===== src/rtl/plane_mem_pkg.sv =====
// ============================================================================
//  Module      : plane_mem_pkg
//  Description : Shared types and default geometry for the plane bit memory.
//                Holds the controller state encoding, the default plane
//                geometry and a small width helper.
//  Revision    : 1.0  initial release
// ============================================================================
`default_nettype none

package plane_mem_pkg;

    localparam int DEF_ROWS   = 5;
    localparam int DEF_COLS   = 5;
    localparam int DEF_PLANES = 4;

    typedef enum logic [1:0] {
        ST_IDLE = 2'd0,
        ST_LOAD = 2'd1,
        ST_RUN  = 2'd2,
        ST_DUMP = 2'd3
    } state_t;

    // Plane-select width: a single plane still needs a 1-bit select port.
    function automatic int clog2_min1(input int n);
        return (n <= 2) ? 1 : $clog2(n);
    endfunction

endpackage

`default_nettype wire


===== src/rtl/plane_index_map.sv =====
// ============================================================================
//  Module      : plane_index_map
//  Description : Maps a logical bit index onto the physical bit position of a
//                plane (reversed: physical = W-1-index) and flags whether the
//                index/plane pair addresses real storage.
//  Ports       : index    - logical bit index
//                plane    - plane select
//                phys     - physical bit position (0 when out of range)
//                in_range - index < W and plane < PLANES
//  Revision    : 1.0  initial release
// ============================================================================
`default_nettype none

module plane_index_map #(
    parameter int W      = 25,
    parameter int IW     = 5,
    parameter int PLANES = 4,
    parameter int PW     = 2
) (
    input  logic [IW-1:0] index,
    input  logic [PW-1:0] plane,
    output logic [IW-1:0] phys,
    output logic          in_range
);

    localparam logic [IW-1:0] c_top_bit = IW'(W - 1);

    assign in_range = (32'(index) < 32'(W)) && (32'(plane) < 32'(PLANES));

    // Park the physical position at 0 when out of range so downstream
    // indexing never goes past the end of a plane.
    assign phys = in_range ? (c_top_bit - index) : '0;

endmodule

`default_nettype wire


===== src/rtl/plane_bit_memory.sv =====
// ============================================================================
//  Module      : plane_bit_memory
//  Description : Stores PLANES bit-planes of ROWS*COLS bits. Planes are bulk
//                loaded and dumped through valid/ready streams; in RUN single
//                bits are read (latency 1) and written by logical index.
//  Ports       : clk, rst            - clock, async active-high reset
//                start_load/start_dump - enter LOAD / DUMP
//                ld_valid/ld_ready/ld_data - plane load stream
//                rd_en/wr_en/plane/index/wr_bit/inj_bit - bit access
//                rd_bit/rd_valid/err - read result and out-of-range pulse
//                dp_valid/dp_ready/dp_data/dp_last - plane dump stream
//                busy                - high in LOAD and DUMP
//  Revision    : 1.0  initial release
// ============================================================================
`default_nettype none

module plane_bit_memory
    import plane_mem_pkg::*;
#(
    parameter  int ROWS   = DEF_ROWS,
    parameter  int COLS   = DEF_COLS,
    parameter  int PLANES = DEF_PLANES,
    localparam int W      = ROWS * COLS,
    localparam int IW     = $clog2(W),
    localparam int PW     = clog2_min1(PLANES)
) (
    input  logic          clk,
    input  logic          rst,
    input  logic          start_load,
    input  logic          ld_valid,
    output logic          ld_ready,
    input  logic [W-1:0]  ld_data,
    input  logic          rd_en,
    input  logic          wr_en,
    input  logic [PW-1:0] plane,
    input  logic [IW-1:0] index,
    input  logic          wr_bit,
    input  logic          inj_bit,
    output logic          rd_bit,
    output logic          rd_valid,
    output logic          err,
    input  logic          start_dump,
    output logic          dp_valid,
    input  logic          dp_ready,
    output logic [W-1:0]  dp_data,
    output logic          dp_last,
    input  logic          busy_unused_guard_n = 1'b1,
    output logic          busy
);

    localparam logic [PW:0] c_last_cnt = (PW + 1)'(PLANES - 1);

    state_t        r_state;
    state_t        w_state_next;
    logic [PW:0]   r_cnt;
    logic [W-1:0]  r_planes [PLANES];

    logic [PW-1:0] w_cnt_sel;
    logic [IW-1:0] w_phys;
    logic          w_in_range;
    logic          w_run;
    logic          w_ld_beat;
    logic          w_dp_beat;

    plane_index_map #(
        .W      (W),
        .IW     (IW),
        .PLANES (PLANES),
        .PW     (PW)
    ) u_index_map (
        .index    (index),
        .plane    (plane),
        .phys     (w_phys),
        .in_range (w_in_range)
    );

    // Counter only ever reaches PLANES-1 before the state is left, so the
    // low PW bits address the plane array directly.
    assign w_cnt_sel = r_cnt[PW-1:0];
    assign w_run     = (r_state == ST_RUN);

    assign ld_ready  = (r_state == ST_LOAD);
    assign w_ld_beat = ld_ready & ld_valid;

    assign dp_valid  = (r_state == ST_DUMP);
    assign dp_last   = dp_valid && (r_cnt == c_last_cnt);
    assign dp_data   = dp_valid ? r_planes[w_cnt_sel] : '0;
    assign w_dp_beat = dp_valid & dp_ready;

    assign busy      = ld_ready | dp_valid;

    always_comb begin
        w_state_next = r_state;
        case (r_state)
            ST_IDLE: if (start_load) w_state_next = ST_LOAD;
            ST_LOAD: if (w_ld_beat && (r_cnt == c_last_cnt)) w_state_next = ST_RUN;
            ST_RUN: begin
                if (start_load)      w_state_next = ST_LOAD;
                else if (start_dump) w_state_next = ST_DUMP;
            end
            ST_DUMP: if (w_dp_beat && dp_last) w_state_next = ST_RUN;
            default: w_state_next = ST_IDLE;
        endcase
    end

    // Beat counter restarts on every state change so each LOAD/DUMP begins
    // at plane 0.
    always_ff @(posedge clk or posedge rst) begin
        if (rst) begin
            r_state <= ST_IDLE;
            r_cnt   <= '0;
        end else begin
            r_state <= w_state_next;
            if (w_state_next != r_state) begin
                r_cnt <= '0;
            end else if (w_ld_beat || w_dp_beat) begin
                r_cnt <= r_cnt + 1'b1;
            end
        end
    end

    // Read path samples storage before this edge's write lands, giving
    // read-before-write on a same-bit collision. Index 0 returns inj_bit.
    always_ff @(posedge clk or posedge rst) begin
        if (rst) begin
            rd_bit   <= 1'b0;
            rd_valid <= 1'b0;
            err      <= 1'b0;
        end else begin
            rd_valid <= w_run & rd_en;
            err      <= w_run & (rd_en | wr_en) & ~w_in_range;
            if (w_run && rd_en) begin
                if (!w_in_range)       rd_bit <= 1'b0;
                else if (index == '0)  rd_bit <= inj_bit;
                else                   rd_bit <= r_planes[plane][w_phys];
            end
        end
    end

    // Plane storage is deliberately not reset; it is defined by LOAD.
    always_ff @(posedge clk) begin
        if (w_ld_beat) begin
            r_planes[w_cnt_sel] <= ld_data;
        end else if (w_run && wr_en && w_in_range) begin
            r_planes[plane][w_phys] <= wr_bit;
        end
    end

    logic w_unused;
    assign w_unused = busy_unused_guard_n;

endmodule

`default_nettype wire


===== config.mk =====
export PLATFORM = sky130hd
export DESIGN_NAME = plane_bit_memory
export DESIGN_NICKNAME = d
export VERILOG_FILES = /design/src/rtl/plane_mem_pkg.sv /design/src/rtl/plane_index_map.sv /design/src/rtl/plane_bit_memory.sv
export SDC_FILE = /design/constraint.sdc
export NUM_CORES = 1
export LEC_CHECK = 0
export ABC_AREA = 0
export CAP_MARGIN = 20
export CORE_AREA = 2 2 138 140
export DETAILED_ROUTE_END_ITERATION = 8
export DIE_AREA = 0 0 140 142
export PLACE_DENSITY_LB_ADDON = 0.08
export SLEW_MARGIN = 5
export SYNTH_ARGS = -nofsm -noshare
export SYNTH_HDL_FRONTEND = slang
export SYNTH_SLANG_ARGS = --single-unit

===== constraint.sdc =====
create_clock -name clk -period 2.8 [get_ports clk]
set_input_delay 0.42 -clock clk [delete_from_list [all_inputs] [get_ports clk]]
set_output_delay 0.42 -clock clk [all_outputs]
set_load 0.05 [all_outputs]

==> results of run 1 <==
where the power goes:
part | internal [uW] | total (uW) | switching (uW) | leakage [uW]
combinational | 1790 | 4250 | 2460 | 0.00178
clock | 710 | 1330 | 621 | 0.000151
sequential | 2110 | 2250 | 138 | 0.00101
registers in the layout (all words and copies together) (netlist names):
| signal | count |
|---|---|
| rd_valid | 1 |
| rd_bit | 1 |
| err | 1 |
| r_cnt | 3 |
| r_planes | 100 |
| r_state | 2 |
layout make-up:
| class | count | area (um2) | area share [%] |
|---|---|---|---|
| repair buffers | 126 | 1450 | 17.6 |
| multi-input cells | 342 | 2960 | 35.8 |
| inverters | 10 | 37.5 | 0.455 |
| flip-flops and latches | 108 | 3200 | 38.9 |
| clock inverters | 7 | 82.6 | 1.00 |
| clock buffers | 9 | 225 | 2.73 |
| well taps | 234 | 293 | 3.55 |
cells in the mapped netlist, types with 2 or more instances:
| master | number | area, um2 |
|---|---|---|
| and2_1 | 29 | 181 |
| a31oi_1 | 3 | 18.8 |
| nand3_1 | 3 | 15.0 |
| inv_1 | 10 | 37.5 |
| buf_6 | 2 | 22.5 |
| buf_2 | 18 | 90.1 |
| o21ai_0 | 6 | 30.0 |
| a21oi_2 | 4 | 35.0 |
| clkbuf_1 | 14 | 52.6 |
| a31oi_4 | 4 | 85.1 |
| nor3b_2 | 2 | 25.0 |
| dfrtp_1 | 8 | 200 |
| mux2i_1 | 8 | 80.1 |
| mux4_2 | 50 | 1130 |
| nor2b_1 | 7 | 43.8 |
| edfxtp_1 | 100 | 3000 |
| nand2_1 | 10 | 37.5 |
| o32ai_1 | 2 | 17.5 |
| o22ai_1 | 2 | 12.5 |
| mux2_2 | 4 | 45.0 |
| nor3_1 | 5 | 25.0 |
| a21o_1 | 26 | 195 |
| or2_2 | 2 | 12.5 |
| nand2b_1 | 4 | 25.0 |
| a21oi_1 | 26 | 130 |
| nor2_1 | 111 | 417 |
| or3_1 | 2 | 12.5 |
| buf_4 | 5 | 37.5 |
| a211oi_1 | 6 | 45.0 |
| a22oi_1 | 2 | 15.0 |
| ha_1 | 3 | 37.5 |
per-layer routing:
metal,global-route usage [%],up-vias,wire [um]
met5,0,-,0
met4,5.90,0,238
met3,2.49,14,722
met2,31.5,104,9020
met1,24.7,2248,8100
li1,-,2071,-
through the flow:
step / power, uW / cells
after floorplan: 4750 / 496
after global placement: 6420 / 816
after detailed placement: 6450 / 816
after CTS: 7810 / 833
after global routing: 8210 / 836
final: 7820 / 836
logic make-up (layout without fill, tap and decap cells):
| logic type | count (synthesis) | in the layout | share of synthesized area (%) |
|---|---|---|---|
| XOR/XNOR | 1 | 1 | 0.139 |
| buffers and inverters | 50 | 152 | 3.87 |
| adder cells (fa/ha/maj) | 3 | 3 | 0.596 |
| multiplexers | 62 | 62 | 19.9 |
| flip-flops | 108 | 108 | 50.8 |
| AND/OR/NAND/NOR | 184 | 184 | 14.1 |
| AO/OA/AOI/OAI | 88 | 92 | 10.6 |
path summary, 6_finish.rpt:
path                                    to  startpoint  slack (ns)
min reg2reg                       r_cnt[2]    r_cnt[2]        0.52
min                             r_state[1]         rst        0.32
min in group clk                  r_cnt[2]    r_cnt[2]        0.52
max reg2reg                r_planes[2][15]  r_state[1]        0.23
max in group asynchronous         r_cnt[0]         rst        2.21
max                        r_planes[2][15]    index[2]        0.15
timing repair:
| item | 4_1_cts | 5_1_grt |
|---|---|---|
| endpoints found under the hold margin | 0 | 0 |
| gates cloned | 1 | 3 |
| gates resized for setup | 6 | 6 |
| endpoints found under the setup margin | 100 | 87 |
| pin swaps | 1 | 0 |
==> out/metrics.yaml, run 1 <==
cp_data_required_time_ns: 2.86
stdcell_area_um2: 8250
drc: 7
dpl_cell_area_um2: 7840
grt_pass1_wl_um: 27300
post-cts-setup-buffers: 0
place_hpwl_um: 11900
critPathMaxFanout: 16
routed_wl_um: 18100
cts-htree-levels: 3
gp_congestion: 0.880
whs_ns: 0.319
grt_max_degree: 30
p_per_area_nw_per_um2: 949
postSynthRegisterBits: 108
synth_warnings: 0
io-pin-count: 75
maxCapViolations: 0
dieHeight_um: 142
start_util_pct: 34.1
synth_top_flop_cell: "edfxtp_1"
worst_pin_slew_ns: 0.686
area_growth_pct: 30.8
first_pass_iters: 6
fmax_mhz: 377
io_buffers: 73
crit_buf_inv: 2
fill_cells: 1677
synthDistinctLibCells: 49
slew_violations: 0
vias_per_cell: 5.31
syn_area_per_cell_um2: 12.7
grt_pass1_vias: 4736
arrival_ns: 2.71
finalSetupViolCount: 0
seq_area_frac_synth_pct: 50.8
synth_cells: 496
leakage_uw: 0.00294
ant_nets: 0
failed_checks: "design-rule violations"
hp-class: "in -> async"
grt_overflow_total: 0
rsz0062_at_grt: "false"
max_stage_delay_ns: 0.63
slowest_stage: "clkdlybuf4s50_1"
hold_viol: 0
slew_headroom_pct: 54.3
track_usage_pct: 18.5
clockBufferDepth: 2
clock_latency_ns: 0.36
drive_above_1_share_pct: 29.6
critical_path_class: "in -> reg"
clk_pin_slew_ns: 0.07
via_count: 4437
fin_util_pct: 44.7
final_common_cell: "nor2_1"
wl_per_cell_um: 21.6
crit_path_cell_trace: "clkdlybuf4s50_1, nor2b_1, o21ai_1, a21o_2, buf_12, nor3b_2, a31oi_4, nor2_1"
tritoncts: "yes"
cts.sinks: 108
path_delay_family: "simple AND/OR/NAND/NOR gates"
cp-end-kind: "flip-flop"
fin_tns_setup_ns: 0
hold_buffers: 0
synth_area_um2: 6300
worstSetupStartpointType: "primary input"
antennaDiodeCount: 0
die_x_um: 140
numCtsBuffers: 9
vdd_drop_max_mv: 0.545
antenna_found_initial: 0
syn_nets: 542
synth-edff-count: 100
drt_iter0_drc: 227
r2r_cells: 7
fin_crit_sh_pct: 94.8
rows: 50
fin_crit_ns: 2.65
die-area_um2: 19900
nNetsFinal: 643
finalWorstSetupSlack_ns: 0.147
finClkSkew_ns: 0.00986
status: "finished with violations"
cts_root_buf: "clkbuf_16"
async_flop_share_pct: 7.41
crit_cells: 8
pre_cts_ws_ns: -0.594
core_um2: 18500
layout_common_cells: "nor2_1 (110), edfxtp_1 (100), mux4_2 (50), buf_4 (47), clkdlybuf4s50_1 (42)"
No activity file was read; power rests on OpenSTA's default activity.
==> run 2, diff against run 1 <==
--- a/config.mk
+++ b/config.mk
@@ -6,7 +6,6 @@
 export NUM_CORES = 1
 export LEC_CHECK = 0
 export ABC_AREA = 0
-export CAP_MARGIN = 20
 export CORE_AREA = 2 2 138 140
 export DETAILED_ROUTE_END_ITERATION = 8
 export DIE_AREA = 0 0 140 142
@@ -15,3 +14,4 @@
 export SYNTH_ARGS = -nofsm -noshare
 export SYNTH_HDL_FRONTEND = slang
 export SYNTH_SLANG_ARGS = --single-unit
+export TNS_END_PERCENT = 30
==> run 2 against run 1 <==
The run still ends with design-rule violations left. Cell area down 0.59%. Combinational power is 0.9% lower. Die area did not move. Maximum frequency fell by 4.9%. Non-clock buffer count stayed put. Highest routed layer unchanged. First-iteration DRC count is 0.44% lower. Cell count decreased by 0.24%. Global-route usage unchanged. Sequential power about the same. Critical endpoint is now r_planes[3][11]. Critical path depth rose by 1. Clock skew is 0.00087 ns lower.
==> out/metrics.yaml, run 2 (synthesis gave the netlist of run 1 again) <==
start_util_pct: 34.1
post-cts-setup-buffers: 0
io-pin-count: 75
fill_cells: 1681
dieHeight_um: 142
drt_iter0_drc: 226
die-area_um2: 19900
total_power_uw: 7770
clock_power_share_pct: 17.1
path_delay_family: "compound AO/OA/AOI/OAI gates"
maxCapViolations: 0
grt_pass1_wl_um: 27300
slew_headroom_pct: 30.7
fin_util_pct: 44.4
drc: 7
gp_congestion: 0.880
grt_max_degree: 30
rsz0062_at_grt: "true"
vdd_drop_max_mv: 0.545
leakage_uw: 0.00293
grt_overflow_total: 0
max_stage_delay_ns: 0.81
die_x_um: 140
slowest_stage: "a31oi_4"
p_int_uw: 4590
first_pass_iters: 7
cp-end-kind: "flip-flop"
reg_top3: "r_planes: 100 flops, r_cnt: 3 flops, r_state: 2 flops"
status: "finished with violations"
finClkSkew_ns: 0.00899
wl_per_cell_um: 21.2
io_buffers: 73
arrival_ns: 2.87
clockBufferDepth: 2
rows: 50
routed_wl_um: 17700
antenna_found_initial: 0
numCtsBuffers: 9
critical_path_class: "in -> reg"
core_um2: 18500
cts.sinks: 108
tritoncts: "yes"
cp_data_required_time_ns: 2.88
via_count: 4442
failed_checks: "design-rule violations"
grt_pass1_vias: 4736
nNetsFinal: 641
critPathMaxFanout: 25
finalWorstSetupSlack_ns: 0.00907
sw_frac_of_total_pct: 40.9
hold_viol: 0
p_comb_share_pct: 54.1
multi_input_area_um2: 2910
slew_violations: 0
cpMostUsedCell: "nor2_1"
seqPwrFrac_pct: 28.8
ant_nets: 0
reg2reg_to: "r_planes[3][11]"
regMostFlops: "r_planes"
worstReg2RegStart: "r_state[1]"
final_common_cell: "nor2_1"
antennaDiodeCount: 0
hp-class: "in -> async"
place_hpwl_um: 11900
clock_latency_ns: 0.35
p_sw_uw: 3180
r2r_cells: 6
layout_common_cells: "nor2_1 (110), edfxtp_1 (100), mux4_2 (50), buf_4 (47), clkdlybuf4s50_1 (42)"
vias_per_cell: 5.33
p_per_area_nw_per_um2: 948
cts_root_buf: "clkbuf_16"
crit_path_cell_trace: "dlygate4sd2_1, buf_6, or3_1, a211oi_2, a21o_2, buf_4, nor2_1, a31oi_4, nor2_1"
worst_pin_slew_ns: 1.04
area_growth_pct: 30.1
whs_ns: 0.322
drive_above_1_share_pct: 29.3
fin_crit_ns: 2.79
fmax_mhz: 358
ff_latch_area_um2: 3200
rrSetupSlack_ns: 0.14
crit_buf_inv: 3
fin_crit_sh_pct: 99.7
pre_cts_ws_ns: -0.594
finalSetupViolCount: 0
track_usage_pct: 18.5
worstSetupStartpointType: "primary input"
clk_pin_slew_ns: 0.08
cts-htree-levels: 3
largest_register_ffs: 100
[run 2: cell types whose count changed in the layout (fill, tap and decap cells not counted), sizes merged]
cell | before | now
a31oi | 11 | 9
[run 2: power by group through the flow]
stage          Sequential [uW]  Combinational, uW  Clock (uW)
6_report                  2240               4210        1330
5_1_grt                   2270               4460        1410
4_1_cts                   2240               4220        1350
3_5_place_dp              2270               4180           0
3_3_place_gp              2260               4160           0
2_1_floorplan             2250               2500           0
[run 2: final cells by class]
type | instances | share of cell area, %
clock buffers | 9 | 2.75
clock inverters | 7 | 1.01
inverters | 10 | 0.458
multi-input cells | 340 | 35.5
flip-flops and latches | 108 | 39.1
well taps | 234 | 3.57
repair buffers | 126 | 17.7
[run 2: repair_timing]
action / CTS / global route
setup endpoints to repair: 100 / 87
hold buffers: 0 / 0
pin swaps: 1 / 10
resized for setup: 6 / 3
cloned: 1 / 1
[run 2: worst max-delay path by stage]
| stage | start | to | slack (ns) | cells past startpoint |
|---|---|---|---|---|
| after floorplan | r_state[0] | r_planes[0][12] | 0.27 | 6 |
| after CTS | index[0] | r_planes[1][20] | 0.001 | 9 |
| after global routing | index[0] | r_planes[2][13] | -0.10 | 9 |
| after global placement | index[0] | r_planes[1][6] | -0.55 | 9 |
| after detailed placement | index[0] | r_planes[0][12] | -0.59 | 10 |
| final | index[0] | r_planes[3][11] | 0.009 | 9 |
[run 2: worst register-to-register path, stage by stage, from the launching register on]
cell and delay [ns]:
dfrtp_1 0.46, nor2b_1 0.40, nand3_4 0.12, a21o_2 0.23, buf_4 0.16, a31oi_4 0.84, nor2_1 0.18
[run 2: per-stage QoR]
step / instances / instance area [um2] / TNS (ns)
after floorplan: 496 / 6300 / 0
after global placement: 816 / 7840 / -53.56
after detailed placement: 816 / 7840 / -64.38
after CTS: 833 / 8160 / 0
after global routing: 834 / 8200 / -3.13
final: 834 / 8200 / 0
[run 2: metal layers]
metal / wire [um] / global-route usage [%]
met5: 0 / 0
met4: 219 / 5.90
met3: 632 / 2.49
met2: 8700 / 31.5
met1: 8150 / 24.7
==> run 3, diff against run 2 <==
--- a/config.mk
+++ b/config.mk
@@ -6,9 +6,10 @@
 export NUM_CORES = 1
 export LEC_CHECK = 0
 export ABC_AREA = 0
-export CORE_AREA = 2 2 138 140
+export CORE_AREA = 2 2 111 113
+export CTS_CLUSTER_DIAMETER = 120
 export DETAILED_ROUTE_END_ITERATION = 8
-export DIE_AREA = 0 0 140 142
+export DIE_AREA = 0 0 113 115
 export PLACE_DENSITY_LB_ADDON = 0.08
 export SLEW_MARGIN = 5
 export SYNTH_ARGS = -nofsm -noshare
==> run 3 against run 2 <==
The flow still finishes with violations (design-rule violations). Core utilization grew 25 points. Maximum frequency grew 4.5%. First-iteration DRC count grew 100%. Clock skew shrank 0.0011 ns. Non-clock buffer count is the same. Cell count shrank 10%. Total power grew 0.18%. Sequential power grew 2%. Flip-flop and latch count is the same. Critical endpoint is now r_planes[2][23]. Largest cell class unchanged.
==> out/metrics.yaml, run 3 (synthesis gave the netlist of run 1 again) <==
tritoncts: "yes"
via_count: 4694
ant_nets: 0
vias_per_cell: 6.27
antennaDiodeCount: 0
r2r_cells: 7
multi_input_area_um2: 2960
first_pass_iters: 7
hold_buffers: 0
fin_crit_ns: 2.67
vdd_drop_max_mv: 0.623
place_hpwl_um: 10700
start_util_pct: 53.4
rrSetupSlack_ns: 0.35
p_per_area_nw_per_um2: 954
critical_path_class: "in -> reg"
met1_length_um: 6700
dieHeight_um: 115
reg_top3: "r_planes: 100 flops, r_cnt: 3 flops, r_state: 2 flops"
cts-htree-levels: 3
total_power_uw: 7790
grt_pass1_wl_um: 26200
pre_cts_ws_ns: -0.431
arrival_ns: 2.77
hp-class: "in -> async"
leakage_uw: 0.00293
finalSetupViolCount: 0
gp_congestion: 0.891
cp_data_required_time_ns: 2.90
ff_latch_area_um2: 3210
core_um2: 11800
slew_headroom_pct: 56.9
largest_register_ffs: 100
io_buffers: 73
worstReg2RegStart: "r_state[1]"
status: "finished with violations"
cts.sinks: 108
regMostFlops: "r_planes"
maxCapViolations: 0
grt_overflow_total: 0
fin_crit_sh_pct: 95.4
die_x_um: 113
worstSetupStartpointType: "primary input"
rows: 40
layout_common_cells: "nor2_1 (109), edfxtp_1 (100), mux4_2 (50), buf_4 (46), clkdlybuf4s50_1 (45)"
fmax_mhz: 374
final_common_cell: "nor2_1"
worst_pin_slew_ns: 0.647
finClkSkew_ns: 0.00786
reg2reg_to: "r_planes[2][23]"
wl_met3_um: 1220
die-area_um2: 13000
nNetsFinal: 643
hold_viol: 0
clock_latency_ns: 0.36
routed-wl-met2_um: 8200
finalWorstSetupSlack_ns: 0.129
grt_max_degree: 31
slew_violations: 0
cp-end-kind: "flip-flop"
clk_pin_slew_ns: 0.07
numCtsBuffers: 9
fill_cells: 856
drc: 7
rsz0062_at_grt: "false"
cts_root_buf: "clkbuf_16"
wl_per_cell_um: 22.3
drt_iter0_drc: 460
failed_checks: "design-rule violations"
grt_pass1_vias: 4868
critPathMaxFanout: 13
clockBufferDepth: 2
whs_ns: 0.331
track_usage_pct: 27.0
drive_above_1_share_pct: 30.1
top_layer: "met4"
antenna_found_initial: 1
area_growth_pct: 29.5
fin_util_pct: 69.1
routed_wl_um: 16700
io-pin-count: 75
-- run 3: changes by cell type in the layout (fill, tap and decap cells not counted), sizes merged --
cell	before	now
clkdlybuf4s50	42	45
clkinv	3	4
clkinvlp	0	1
inv	13	11
dlygate4sd2	3	0
a31oi	9	11
-- run 3: area by class of cell --
type	count	area share [%]
clock inverters	7	0.920
clock buffers	9	2.76
inverters	10	0.460
flip-flops and latches	108	39.3
multi-input cells	342	36.3
well taps	147	2.25
repair buffers	126	18.0
-- run 3: worst max-delay path: stages --
cell and delay, ns:
clkdlybuf4s50_1 0.51, inv_1 0.07, ha_1 0.24, nor2b_1 0.17, o21ai_0 0.12, a21o_2 0.27
buf_4 0.15, buf_4 0.15, a31oi_4 0.55, nor2_1 0.12
-- run 3: report_power, final --
group,internal [uW],switching [uW]
logic,1800,2390
clock network,699,608
registers,2110,182
-- run 3: metrics by stage --
stage	setup TNS [ns]	instances	area (um2)
after floorplan	0	496	6300
after global placement	-39.03	727	7740
after detailed placement	-46.50	727	7740
after CTS	0	746	8100
after global routing	0	749	8160
final	0	749	8160
-- run 3: per-layer routing --
layer	GRT usage, %	up-vias
li1	-	2076
met1	35.0	2357
met2	44.4	216
met3	4.85	45
met4	13.3	0
met5	0	-
-- run 3: worst max-delay path by stage --
stage | startpoint | endpoint | slack [ns] | depth (start not counted)
after global routing | index[0] | r_planes[2][7] | 0.005 | 12
after detailed placement | index[0] | r_planes[3][22] | -0.43 | 9
final | index[0] | r_planes[2][23] | 0.13 | 10
after CTS | index[0] | r_planes[1][11] | 0.005 | 9
after floorplan | r_state[0] | r_planes[0][12] | 0.27 | 6
after global placement | index[0] | r_planes[1][7] | -0.39 | 9
-- run 3: what timing repair did --
action,4_1_cts,5_1_grt
gates resized for setup,4,7
pin swaps,1,5
setup endpoints to repair,93,62
setup buffers,0,2
gates cloned,3,1
endpoints found under the hold margin,0,0
